===== src/rtl/uart_tx_fifo_cfg_pkg.sv =====
`default_nettype none
// ============================================================================
// Module      : uart_pkg
// Description : Shared types and constants for the configurable UART TX path.
//               tx_state_e - transmitter FSM states
//               DEFAULT_BAUD_DIV - divisor software programs out of reset
// Revision    : 1.0 - initial release
// ============================================================================
package uart_pkg;

  typedef enum logic [2:0] {
    ST_IDLE   = 3'd0,
    ST_START  = 3'd1,
    ST_DATA   = 3'd2,
    ST_PARITY = 3'd3,
    ST_STOP   = 3'd4
  } tx_state_e;

  localparam int unsigned DEFAULT_BAUD_DIV = 16;

endpackage
`default_nettype wire


===== src/rtl/uart_tx_fifo_cfg_if.sv =====
`default_nettype none
// ============================================================================
// Module      : uart_tx_fifo_cfg_if
// Description : Valid/ready byte handshake into the UART TX FIFO.
//               tx_data  - byte to queue
//               tx_valid - tx_data holds a byte
//               tx_ready - FIFO can accept a byte this cycle
//               master: producer side, slave: transmitter side
// Revision    : 1.0 - initial release
// ============================================================================
interface uart_tx_fifo_cfg_if #(
  parameter int DW = 8
);
  import uart_pkg::*;

  logic [DW-1:0] tx_data;
  logic          tx_valid;
  logic          tx_ready;

  modport master (output tx_data, output tx_valid, input  tx_ready);
  modport slave  (input  tx_data, input  tx_valid, output tx_ready);

endinterface
`default_nettype wire


===== src/rtl/uart_sync_fifo.sv =====
`default_nettype none
// ============================================================================
// Module      : uart_sync_fifo
// Description : Single-clock FIFO with show-ahead head (data_o is the oldest
//               entry whenever empty_o=0). Pushes while full and pops while
//               empty are ignored. Count is kept separately from the pointers
//               so full and empty never alias.
//   clk_i, rst_ni       - clock, asynchronous active-low reset
//   push_i, data_i      - write request and data
//   pop_i,  data_o      - read request and head data
//   count_o, full_o, empty_o - occupancy status
// Revision    : 1.0 - initial release
// ============================================================================
module uart_sync_fifo
  import uart_pkg::*;
#(
  parameter int DW    = 8,
  parameter int DEPTH = 16,
  parameter int CW    = $clog2(DEPTH + 1)
) (
  input  logic          clk_i,
  input  logic          rst_ni,
  input  logic          push_i,
  input  logic [DW-1:0] data_i,
  input  logic          pop_i,
  output logic [DW-1:0] data_o,
  output logic [CW-1:0] count_o,
  output logic          full_o,
  output logic          empty_o
);

  localparam int AW = $clog2(DEPTH);

  logic [DW-1:0] mem_q [DEPTH];
  logic [AW-1:0] wr_ptr_q, wr_ptr_d;
  logic [AW-1:0] rd_ptr_q, rd_ptr_d;
  logic [CW-1:0] count_q, count_d;
  logic          push_ok, pop_ok;

  assign full_o  = (count_q == CW'(DEPTH));
  assign empty_o = (count_q == '0);
  assign count_o = count_q;
  assign data_o  = mem_q[rd_ptr_q];

  assign push_ok = push_i && !full_o;
  assign pop_ok  = pop_i && !empty_o;

  // Pointers wrap naturally because DEPTH is a power of two.
  always_comb begin
    wr_ptr_d = wr_ptr_q;
    rd_ptr_d = rd_ptr_q;
    count_d  = count_q;
    if (push_ok) wr_ptr_d = wr_ptr_q + AW'(1);
    if (pop_ok)  rd_ptr_d = rd_ptr_q + AW'(1);
    case ({push_ok, pop_ok})
      2'b10:   count_d = count_q + CW'(1);
      2'b01:   count_d = count_q - CW'(1);
      default: count_d = count_q;
    endcase
  end

  always_ff @(posedge clk_i or negedge rst_ni) begin
    if (!rst_ni) begin
      wr_ptr_q <= '0;
      rd_ptr_q <= '0;
      count_q  <= '0;
    end else begin
      wr_ptr_q <= wr_ptr_d;
      rd_ptr_q <= rd_ptr_d;
      count_q  <= count_d;
    end
  end

  // Storage needs no reset: an entry is only read after it has been written.
  always_ff @(posedge clk_i) begin
    if (push_ok) mem_q[wr_ptr_q] <= data_i;
  end

endmodule
`default_nettype wire


===== src/rtl/uart_tx_fifo_cfg.sv =====
`default_nettype none
// ============================================================================
// Module      : uart_tx_fifo_cfg
// Description : UART transmitter with TX FIFO and per-frame configuration
//               (baud divisor, data bits, parity, stop bits). Frames are sent
//               LSB-first and back-to-back while the FIFO holds data.
//   clk_i, rst_ni  - clock, asynchronous active-low reset
//   en_i           - block enable; low aborts any frame in flight
//   baud_div_i     - cycles per bit (0 behaves as 1)
//   data_bits_i    - data bits per frame (0 or >DW behaves as DW)
//   parity_en_i, parity_odd_i, two_stop_i - frame format
//   tx_if          - valid/ready byte input (slave modport)
//   tx_o           - registered serial line, idle high
//   busy_o         - a frame is being transmitted
//   fifo_count_o, fifo_full_o, fifo_empty_o - FIFO status
// Revision    : 1.0 - initial release
// ============================================================================
module uart_tx_fifo_cfg
  import uart_pkg::*;
#(
  parameter int DW         = 8,
  parameter int FIFO_DEPTH = 16,
  parameter int DIV_W      = 16,
  parameter int CW         = $clog2(FIFO_DEPTH + 1),
  parameter int NBW        = $clog2(DW + 1)
) (
  input  logic                 clk_i,
  input  logic                 rst_ni,
  input  logic                 en_i,
  input  logic [DIV_W-1:0]     baud_div_i,
  input  logic [NBW-1:0]       data_bits_i,
  input  logic                 parity_en_i,
  input  logic                 parity_odd_i,
  input  logic                 two_stop_i,
  uart_tx_fifo_cfg_if.slave    tx_if,
  output logic                 tx_o,
  output logic                 busy_o,
  output logic [CW-1:0]        fifo_count_o,
  output logic                 fifo_full_o,
  output logic                 fifo_empty_o
);

  tx_state_e        state_q, state_d;
  logic [DIV_W-1:0] baud_cnt_q, baud_cnt_d;
  logic [DIV_W-1:0] div_last_q, div_last_d;   // latched divisor minus one
  logic [NBW-1:0]   bit_cnt_q, bit_cnt_d;
  logic [NBW-1:0]   nbits_q, nbits_d;
  logic [DW-1:0]    shift_q, shift_d;
  logic             parity_q, parity_d;       // running XOR of sent data bits
  logic             par_en_q, par_en_d;
  logic             par_odd_q, par_odd_d;
  logic             two_stop_q, two_stop_d;
  logic             tx_q, tx_d;

  logic [DW-1:0]    fifo_head;
  logic [DW-1:0]    shift_nxt;
  logic [DIV_W-1:0] div_last_cfg;
  logic [NBW-1:0]   nbits_cfg;
  logic             pop, load, bit_end, last_data, can_start;

  uart_sync_fifo #(
    .DW    (DW),
    .DEPTH (FIFO_DEPTH),
    .CW    (CW)
  ) u_fifo (
    .clk_i   (clk_i),
    .rst_ni  (rst_ni),
    .push_i  (tx_if.tx_valid),
    .data_i  (tx_if.tx_data),
    .pop_i   (pop),
    .data_o  (fifo_head),
    .count_o (fifo_count_o),
    .full_o  (fifo_full_o),
    .empty_o (fifo_empty_o)
  );

  assign tx_if.tx_ready = !fifo_full_o;
  assign tx_o           = tx_q;
  assign busy_o         = (state_q != ST_IDLE);

  assign div_last_cfg = (baud_div_i == '0) ? '0 : baud_div_i - DIV_W'(1);
  assign nbits_cfg    = ((data_bits_i == '0) || (data_bits_i > NBW'(DW)))
                        ? NBW'(DW) : data_bits_i;
  assign bit_end      = (baud_cnt_q == div_last_q);
  assign last_data    = (bit_cnt_q == nbits_q - NBW'(1));
  assign can_start    = en_i && !fifo_empty_o;
  assign shift_nxt    = shift_q >> 1;

  always_comb begin
    state_d    = state_q;
    baud_cnt_d = baud_cnt_q + DIV_W'(1);
    div_last_d = div_last_q;
    bit_cnt_d  = bit_cnt_q;
    nbits_d    = nbits_q;
    shift_d    = shift_q;
    parity_d   = parity_q;
    par_en_d   = par_en_q;
    par_odd_d  = par_odd_q;
    two_stop_d = two_stop_q;
    tx_d       = tx_q;
    pop        = 1'b0;
    load       = 1'b0;

    case (state_q)
      ST_IDLE: begin
        baud_cnt_d = '0;
        tx_d       = 1'b1;
        if (can_start) load = 1'b1;
      end
      ST_START: begin
        if (bit_end) begin
          state_d    = ST_DATA;
          baud_cnt_d = '0;
          bit_cnt_d  = '0;
          tx_d       = shift_q[0];
        end
      end
      ST_DATA: begin
        if (bit_end) begin
          baud_cnt_d = '0;
          parity_d   = parity_q ^ shift_q[0];
          if (last_data) begin
            bit_cnt_d = '0;
            if (par_en_q) begin
              state_d = ST_PARITY;
              tx_d    = parity_q ^ shift_q[0] ^ par_odd_q;
            end else begin
              state_d = ST_STOP;
              tx_d    = 1'b1;
            end
          end else begin
            bit_cnt_d = bit_cnt_q + NBW'(1);
            shift_d   = shift_nxt;
            tx_d      = shift_nxt[0];
          end
        end
      end
      ST_PARITY: begin
        if (bit_end) begin
          state_d    = ST_STOP;
          baud_cnt_d = '0;
          bit_cnt_d  = '0;
          tx_d       = 1'b1;
        end
      end
      ST_STOP: begin
        if (bit_end) begin
          baud_cnt_d = '0;
          // bit_cnt tracks which stop bit is on the line.
          if (two_stop_q && (bit_cnt_q == '0)) begin
            bit_cnt_d = NBW'(1);
          end else if (can_start) begin
            load = 1'b1;
          end else begin
            state_d = ST_IDLE;
          end
        end
      end
      default: begin
        state_d    = ST_IDLE;
        baud_cnt_d = '0;
        tx_d       = 1'b1;
      end
    endcase

    // Start a new frame: take the FIFO head and freeze the format for it.
    if (load) begin
      pop        = 1'b1;
      state_d    = ST_START;
      baud_cnt_d = '0;
      bit_cnt_d  = '0;
      shift_d    = fifo_head;
      parity_d   = 1'b0;
      div_last_d = div_last_cfg;
      nbits_d    = nbits_cfg;
      par_en_d   = parity_en_i;
      par_odd_d  = parity_odd_i;
      two_stop_d = two_stop_i;
      tx_d       = 1'b0;
    end

    // Disable aborts the frame in flight; queued bytes stay in the FIFO.
    if (!en_i && (state_q != ST_IDLE)) begin
      state_d    = ST_IDLE;
      baud_cnt_d = '0;
      bit_cnt_d  = '0;
      tx_d       = 1'b1;
    end
  end

  always_ff @(posedge clk_i or negedge rst_ni) begin
    if (!rst_ni) begin
      state_q    <= ST_IDLE;
      baud_cnt_q <= '0;
      div_last_q <= '0;
      bit_cnt_q  <= '0;
      nbits_q    <= NBW'(DW);
      shift_q    <= '0;
      parity_q   <= 1'b0;
      par_en_q   <= 1'b0;
      par_odd_q  <= 1'b0;
      two_stop_q <= 1'b0;
      tx_q       <= 1'b1;
    end else begin
      state_q    <= state_d;
      baud_cnt_q <= baud_cnt_d;
      div_last_q <= div_last_d;
      bit_cnt_q  <= bit_cnt_d;
      nbits_q    <= nbits_d;
      shift_q    <= shift_d;
      parity_q   <= parity_d;
      par_en_q   <= par_en_d;
      par_odd_q  <= par_odd_d;
      two_stop_q <= two_stop_d;
      tx_q       <= tx_d;
    end
  end

endmodule
`default_nettype wire

===== src/flat_wrapper.sv =====
// flat-port wrapper written by rule: the top's interface ports become plain ports
module uart_tx_fifo_cfg_flat import uart_pkg::*;
#(
  parameter int DW         = 8,
  parameter int FIFO_DEPTH = 16,
  parameter int DIV_W      = 16,
  parameter int CW         = $clog2(FIFO_DEPTH + 1),
  parameter int NBW        = $clog2(DW + 1)
)
  (clk_i, rst_ni, en_i, baud_div_i, data_bits_i, parity_en_i, parity_odd_i, two_stop_i, tx_o, busy_o, fifo_count_o, fifo_full_o, fifo_empty_o, tx_if_tx_data, tx_if_tx_valid, tx_if_tx_ready);
  uart_tx_fifo_cfg_if #(.DW(DW)) tx_if_i ();
  input  logic clk_i;
  input  logic rst_ni;
  input  logic en_i;
  input  logic [DIV_W-1:0] baud_div_i;
  input  logic [NBW-1:0] data_bits_i;
  input  logic parity_en_i;
  input  logic parity_odd_i;
  input  logic two_stop_i;
  output logic tx_o;
  output logic busy_o;
  output logic [CW-1:0] fifo_count_o;
  output logic fifo_full_o;
  output logic fifo_empty_o;
  input wire logic [$bits(tx_if_i.tx_data)-1:0] tx_if_tx_data;
  input wire logic [$bits(tx_if_i.tx_valid)-1:0] tx_if_tx_valid;
  output wire logic [$bits(tx_if_i.tx_ready)-1:0] tx_if_tx_ready;
  assign tx_if_i.tx_data = tx_if_tx_data;
  assign tx_if_i.tx_valid = tx_if_tx_valid;
  assign tx_if_tx_ready = tx_if_i.tx_ready;
  uart_tx_fifo_cfg #(.DW(DW), .FIFO_DEPTH(FIFO_DEPTH), .DIV_W(DIV_W), .CW(CW), .NBW(NBW)) u_core (.clk_i(clk_i), .rst_ni(rst_ni), .en_i(en_i), .baud_div_i(baud_div_i), .data_bits_i(data_bits_i), .parity_en_i(parity_en_i), .parity_odd_i(parity_odd_i), .two_stop_i(two_stop_i), .tx_if(tx_if_i), .tx_o(tx_o), .busy_o(busy_o), .fifo_count_o(fifo_count_o), .fifo_full_o(fifo_full_o), .fifo_empty_o(fifo_empty_o));
endmodule

===== config.mk =====
export PLATFORM = sky130hd
export DESIGN_NAME = uart_tx_fifo_cfg_flat
export DESIGN_NICKNAME = d
export VERILOG_FILES = /design/src/rtl/uart_tx_fifo_cfg_pkg.sv /design/src/rtl/uart_tx_fifo_cfg_if.sv /design/src/rtl/uart_sync_fifo.sv /design/src/rtl/uart_tx_fifo_cfg.sv /design/src/flat_wrapper.sv
export SDC_FILE = /design/constraint.sdc
export NUM_CORES = 1
export LEC_CHECK = 0
export CORE_ASPECT_RATIO = 0.5
export CORE_UTILIZATION = 45
export CTS_BUF_LIST = sky130_fd_sc_hd__clkbuf_8
export DETAILED_ROUTE_END_ITERATION = 10
export GPL_TIMING_DRIVEN = 0
export PLACE_DENSITY = 0.67
export SETUP_SLACK_MARGIN = 0.5
export SYNTH_ARGS = -nofsm -noshare
export SYNTH_HDL_FRONTEND = slang
export SYNTH_SLANG_ARGS = --single-unit

===== constraint.sdc =====
create_clock -name clk_i -period 3.9 [get_ports clk_i]
set_input_delay 0.78 -clock clk_i [delete_from_list [all_inputs] [get_ports clk_i]]
set_output_delay 0.78 -clock clk_i [all_outputs]
set_load 0.02 [all_outputs]

### Word level (Yosys, flattened, before mapping)

Memory sizes are Yosys's and may differ from the RTL's.
Index checks and enable logic that the tools add are counted.

* eq/ne operators: 21
* bitwise logic cells: 2
* magnitude comparators: 1
* $add $sub $neg: 8
* reductions and logical operators: 26
* mux-type cells: 48

Operator list (count)
* two-way mux 16 bit: 5
* two-way mux 4 bit: 8
* two-way mux 8 bit: 4
* two-way mux 3 bit: 10
* != test 4 x 1 -> 1 bit (second input constant): 7
* adder 16 x 1 -> 16 bit (second input constant): 1
* == test 16 bit: 1
* zero test 16 bit: 1
* two-way mux 1 bit: 16
* subtractor 16 x 1 -> 16 bit (second input constant): 1
* one-hot mux 3 bit (5 select lines): 1
* adder 4 x 1 -> 4 bit (second input constant): 3
* one-hot mux 4 bit (3 select lines): 1
* one-hot mux 5 bit (2 select lines): 1
* zero test 4 bit: 2
* != test 4 x 3 -> 1 bit (second input constant): 2
* AND reduction 8 bit: 1
* == test 3 x 2 -> 1 bit (second input constant): 2
* != test 3 x 1 -> 1 bit (second input constant): 2
* nonzero test 2 bit: 3
* adder 5 x 1 -> 5 bit (second input constant): 1
* == test 5 bit (second input constant): 1
* logical AND 1 bit: 5
* zero test 5 bit: 1
* other kinds (23): 26

* memories kept: 1
* word-level logic and storage cells: 121
* output and inout bits: 10
* input bits: 35
* bits in registers: 69
* RAM bits: 128

Memory list
* u_core.u_fifo.mem_q: depth 16, width 8, rd ports 1, clocked after memory_dff 0, write ports 1, RTL line uart_sync_fifo.sv:34 `logic [DW-1:0] mem_q [DEPTH];`

### Depth between registers and ports, before layout

* depth after elaboration: 11
* depth in mapped cells: 18
* gate-level depth less buffers: 15

### Hierarchy

A second synthesis with hierarchy kept.

* cells, all modules: 680
* area total of the unflattened synthesis: 9032.4 um^2

By module, submodules not included
* uart_sync_fifo: times used 1, sequential area each 4169.0 um^2, area an instance 5779.3 um^2, cells each 332
* uart_tx_fifo_cfg: times used 1, sequential area each 1403.8 um^2, area an instance 3253.1 um^2, cells each 348

### Worst setup path after synthesis

Ideal clock, no wire load.

* path kind: input to register
* start point: input port en_i
* end point: register u_core.u_fifo.count_q[4], in the netlist u_core.u_fifo.count_o[4]
* stages: 17
* arrival: 3.408 ns
* setup time: 0.132 ns
* setup slack: 0.360 ns
* path buffers: 4
* required time: 3.768 ns
* path through: clkbuf_1 inv_1 or3_1 o31a_1 buf_6 clkinv_4 buf_8 buf_6 ha_1 inv_1 fa_1 inv_1 a21o_1 a21oi_1 xnor2_1 nor2_1 xor2_1

* longest elaborated chain between the ends: 9
* elaborated cells on any way between the ends: 11
* those cells by class: 2 x eq/ne; 6 x mux; 3 x reduce/logical

RTL lines
* start, declared: RTL line flat_wrapper.sv:14 `input logic en_i;`
* logical AND 1 bit (*): RTL line uart_tx_fifo_cfg.sv:86 `assign can_start = en_i && !fifo_empty_o;`
* two-way mux 1 bit (*): RTL line uart_tx_fifo_cfg.sv:108, uart_tx_fifo_cfg.sv:152
* two-way mux 1 bit: RTL line uart_tx_fifo_cfg.sv:150 `if (two_stop_q && (bit_cnt_q == '0)) begin`
* two-way mux 1 bit: RTL line uart_tx_fifo_cfg.sv:147 `if (bit_end) begin`
* one-hot mux 1 bit (2 select lines) (*): RTL line uart_tx_fifo_cfg.sv:104 `case (state_q)`
* two-way mux 1 bit (*): RTL line uart_tx_fifo_cfg.sv:167 `if (load) begin`
* logical AND 1 bit (*): RTL line uart_sync_fifo.sv:46 `assign pop_ok = pop_i && !empty_o;`
* net u_core.u_fifo.pop_ok: RTL line uart_sync_fifo.sv:38 `logic push_ok, pop_ok;`
* == test 2 x 1 -> 1 bit or == test 2 bit (tied branches): RTL line uart_sync_fifo.sv:55 `case ({push_ok, pop_ok})`
* one-hot mux 5 bit (2 select lines) or nonzero test 2 bit (tied branches)
* end signal, assigned: RTL line uart_sync_fifo.sv:70 `count_q <= count_d;`
* end, declared: RTL line uart_sync_fifo.sv:37 `logic [CW-1:0] count_q, count_d;`

The timed path passes the listed nets; every way through them passes the cells marked *.
A chain may end at the register's enable or synchronous reset.

### Worst setup path after layout

* start point: register u_core.u_fifo.count_q[3], in the netlist u_core.u_fifo.count_o[3]
* end point: register u_core.u_fifo.count_q[4], in the netlist u_core.u_fifo.count_o[4]

* longest elaborated chain between the ends: 11
* elaborated cells on any way between the ends: 18
* those cells by class: 2 x add/sub; 3 x eq/ne; 6 x mux; 7 x reduce/logical

RTL lines
* zero test 5 bit (*): RTL line uart_sync_fifo.sv:41 `assign empty_o = (count_q == '0);`
* zero test 1 bit (*): RTL line uart_sync_fifo.sv:46, uart_tx_fifo_cfg.sv:86
* logical AND 1 bit: RTL line uart_tx_fifo_cfg.sv:86
* two-way mux 1 bit: RTL line uart_tx_fifo_cfg.sv:108, uart_tx_fifo_cfg.sv:152
* two-way mux 1 bit: RTL line uart_tx_fifo_cfg.sv:150
* two-way mux 1 bit: RTL line uart_tx_fifo_cfg.sv:147
* one-hot mux 1 bit (2 select lines): RTL line uart_tx_fifo_cfg.sv:104
* two-way mux 1 bit: RTL line uart_tx_fifo_cfg.sv:167
* logical AND 1 bit (*): RTL line uart_sync_fifo.sv:46
* net u_core.u_fifo.pop_ok: RTL line uart_sync_fifo.sv:38
* == test 2 x 1 -> 1 bit or == test 2 bit (tied branches): RTL line uart_sync_fifo.sv:55
* one-hot mux 5 bit (2 select lines) or nonzero test 2 bit (tied branches)

Marks and branches as above.

==> results.py <==
metrics = {
    "outcome": {
        "status": "completed",
    },
    "yosys": {
        "syn_area_sq_mm": 0.008960,
        "syn_inst": 613,
        "synthFlopType": "edfxtp_1",
        "synth_seq_cells": 197,
        "synthDistinctLibCells": 67,
        "yosysWarnings": 0,
        "synth_area_per_cell_sq_um": 14.62,
        "synthArstFlopShare_pct": 35.03,
        "ys_seq_area_share_pct": 62.20,
        "synthesis.nets": 663,
        "synth-edff-count": 128,
    },
    "die": {
        "die-width_microns": 201.6,
        "rows": 36,
        "start_util_pct": 46.05,
        "boundaryPins": 45,
        "die_y_microns": 101.8,
        "design.die.area_sq_mm": 0.02051,
        "core-area_sq_mm": 0.01946,
    },
    "worst_setup_path": {
        "critPathArrivalTime_ns": 3.66,
        "rrSetupSlack_ns": 0.65,
        "slowest_stage": "dfrtp_1",
        "endpoint_kind": "register",
        "crit_buf_inv": 6,
        "reg2regPathDepth": 17,
        "cp_cell_sequence": "nor4_2 -> and2b_2 -> or3_4 -> o31a_1 -> buf_6 -> clkinv_4 -> buf_8 -> buf_12 -> ha_4 -> inv_1 -> fa_2 -> inv_1 -> a21o_1 -> a21oi_1 -> xnor2_1 -> nor2_1 -> xor2_1",
        "crit_path_frequent_cell": "inv_1",
        "r2r-start": "u_core.u_fifo.count_o[3]",
        "critPathRequiredTime_ns": 4.31,
        "critical-path-top-delay-family": "simple AND/OR/NAND/NOR gates",
        "timing.rr.end": "u_core.u_fifo.count_o[4]",
        "worstSetupStartpointType": "register",
        "crit_type": "reg2reg",
        "worstPathMaxFanout": 10,
        "max_stage_delay_ns": 0.41,
    },
    "final_layout": {
        "drive_gt1_share_pct": 20.34,
        "fin_area_sq_mm": 0.01032,
        "multi_input_area_sq_mm": 0.003193,
        "areaGrowthSynthToFinish_pct": 15.22,
        "finalNetCount": 740,
        "finalNonFillerCells": 969,
        "antenna_cells": 0,
        "final_util_pct": 53.05,
        "final-seq-area_sq_mm": 0.005578,
        "nFillCells": 1602,
    },
    "sta": {
        "finalCritPeriodShare_pct": 83.34,
        "finClkSkew_ns": 0.01701,
        "grt_setup_unrepaired": "false",
        "fmax_mhz": 307.7,
        "timing.hold.ws_ns": 0.1737,
        "tns_ns": 0,
        "tightest_slew_ns": 0.8571,
        "setup-violations-final": 0,
        "final.min_clock_period_ns": 3.250,
        "finalMaxSlewViolations": 0,
        "setup_ws_ns": 0.6499,
        "maxSlewHeadroom_pct": 42.39,
        "hold_viol": 0,
    },
    "clock_tree": {
        "cts_buffer_depth": 2,
        "clock_latency_ns": 0.47,
        "cts_sinks": 197,
        "clkTransAtPathRegs_ns": 0.11,
        "numCtsBuffers": 17,
        "h-tree-depth": 4,
        "cts-root-buf": "clkbuf_8",
        "cts_tree": "yes",
    },
    "power_and_ir_drop": {
        "clkPwrFrac_pct": 19.4,
        "intPower_mw": 4.530,
        "p_switching_mw": 2.396,
        "power_density_mw_per_mm2": 670.9,
        "pwr-share-seq_pct": 41.3,
        "comb_power_share_pct": 39.3,
        "ir_drop_mv": 0.2461,
        "swShare_pct": 34.59,
        "power_mw": 6.926,
        "p_leak_nw": 3.783,
    },
    "worst_hold_path": {
        "min_path_type": "in2async",
    },
    "global_route": {
        "grt_start_max_net_pins": 55,
        "grt_pass1_wl_mm": 27.90,
        "first_global_vias": 5004,
        "antenna_found_initial": 0,
        "grt-ovfl-total": 0,
        "grt_usage_pct": 18.04,
    },
    "placed_design": {
        "placed_area_sq_mm": 0.009752,
        "port_buffers": 43,
        "dpl_worst_slack_ns": 0.2109,
        "placedCellCount": 923,
        "gp_congestion": 0.8565,
        "place_hpwl_mm": 12.09,
    },
    "drt": {
        "drt_wl_total_mm": 17.21,
        "drc": 0,
        "ant_nets": 0,
        "viasPerCell": 5.291,
        "dr.pass1.iters": 5,
        "dr_total_vias": 5127,
        "routedWlPerCell_microns": 17.76,
        "drt_iter0_drc": 335,
    },
    "job": {
        "drv_cap": 0,
    },
}
==> kinds of logic (layout without fill, tap and decap cells) <==
logic type	after synthesis	after routing	share of synthesized area [%]
and+or+nand+nor	176	176	10.38
AOI/OAI and AO/OA	71	71	6.158
DFF	197	197	62.20
adders and majority gates	15	15	2.178
buffers and inverters	52	142	2.821
muxes	43	43	10.42
xor gates and xnor gates	59	59	5.851
==> placed cells by master (no fill, tap or decap), types with 8 or more instances in the layout <==
cell / Yosys / final
a21o_1: 9 / 9
a21oi_1: 8 / 8
buf_4: 3 / 16
clkbuf_1: 9 / 8
clkbuf_8: 0 / 18
clkdlybuf4s50_1: 0 / 42
dfrtp_1: 67 / 63
edfxtp_1: 128 / 128
ha_1: 14 / 13
inv_1: 24 / 25
mux4_2: 40 / 40
nand2_1: 52 / 52
nor2_1: 45 / 44
nor3_1: 13 / 10
o21ai_0: 10 / 10
o31ai_2: 10 / 10
xnor2_1: 27 / 27
xor2_1: 31 / 31
==> worst max-delay path by stage <==
stage                                        start                   endpoint  slack (ns)  depth (start not counted)
after detailed placement                      en_i   u_core.u_fifo.count_o[4]        0.21                         17
after CTS                        u_core.state_q[1]   u_core.u_fifo.count_o[4]        0.57                         18
final                     u_core.u_fifo.count_o[3]   u_core.u_fifo.count_o[4]        0.65                         17
after global placement                      rst_ni  u_core.u_fifo.wr_ptr_q[1]       -0.40                          1
after global routing      u_core.u_fifo.count_o[3]   u_core.u_fifo.count_o[4]        0.44                         17
after floorplan                               en_i   u_core.u_fifo.count_o[4]        0.50                         17
==> state kept, by name, indices dropped and copies added, names as in the netlist <==
signal	cells
u_core.u_fifo.rd_ptr_q	4
u_core.state_q	3
u_core.u_fifo.wr_ptr_q	4
u_core.tx_o	1
u_core.u_fifo.count_o	5
u_core.u_fifo.mem_q	128
u_core.bit_cnt_q	4
u_core.par_en_q	1
u_core.baud_cnt_q	16
u_core.two_stop_q	1
u_core.nbits_q	4
u_core.shift_q	8
u_core.par_odd_q	1
u_core.div_last_q	16
u_core.parity_q	1
==> area by class of cell <==
type	count	share of cell area (%)
plain buffers	27	1.588
clock buffers	18	2.400
clock inverters	14	1.466
inverters	25	0.9575
multi-input cells	364	30.93
flip-flops and latches	197	54.03
well taps	266	3.224
repair buffers	58	5.405
==> power groups by stage <==
stage | Combinational [mW] | Sequential [mW] | Clock (mW)
6_report | 2.73 | 2.86 | 1.34
5_1_grt | 3.01 | 2.90 | 1.44
4_1_cts | 2.67 | 2.86 | 1.38
3_5_place_dp | 2.62 | 2.92 | 0
3_3_place_gp | 2.57 | 2.89 | 0
2_1_floorplan | 1.93 | 2.88 | 0
==> cell usage after synthesis, types with 8 or more instances <==
cell | instances | area, sq um
a21o_1 | 9 | 67.56
a21oi_1 | 8 | 40.04
clkbuf_1 | 9 | 33.78
dfrtp_1 | 67 | 1677
edfxtp_1 | 128 | 3844
ha_1 | 14 | 175.2
inv_1 | 24 | 90.09
mux4_2 | 40 | 900.9
nand2_1 | 52 | 195.2
nor2_1 | 45 | 168.9
nor3_1 | 13 | 65.06
o21ai_0 | 10 | 50.05
o31ai_2 | 10 | 125.1
xnor2_1 | 27 | 236.5
xor2_1 | 31 | 271.5
==> routing by layer <==
metal | vias up | part of all wire (%) | track usage [%] | wire [microns]
li1 | 2441 | - | - | -
met1 | 2564 | 48 | 25.27 | 8226
met2 | 105 | 47 | 29.02 | 8062
met3 | 17 | 4.0 | 2.928 | 693
met4 | 0 | 1.3 | 6.294 | 229
met5 | - | 0 | 0 | 0
==> what timing repair did <==
| item | 4_1_cts | 5_1_grt |
|---|---|---|
| pin swaps | 2 | 5 |
| hold buffers | 0 | 0 |
| endpoints found under the setup margin | 1 | 1 |
| resized for setup | 4 | 13 |
| buffers inserted | 3 | 9 |
| hold endpoints to repair | 0 | 0 |
==> worst reg2reg max path, cell delays in order (launching register included) <==
cell,delay [ns]
dfrtp_1,0.41
nor4_2,0.07
and2b_2,0.25
or3_4,0.39
o31a_1,0.32
buf_6,0.15
clkinv_4,0.07
buf_8,0.14
buf_12,0.14
ha_4,0.15
inv_1,0.08
fa_2,0.35
inv_1,0.07
a21o_1,0.12
a21oi_1,0.07
xnor2_1,0.12
nor2_1,0.14
xor2_1,0.15
Note: power is estimated with default switching activity, not from simulation.
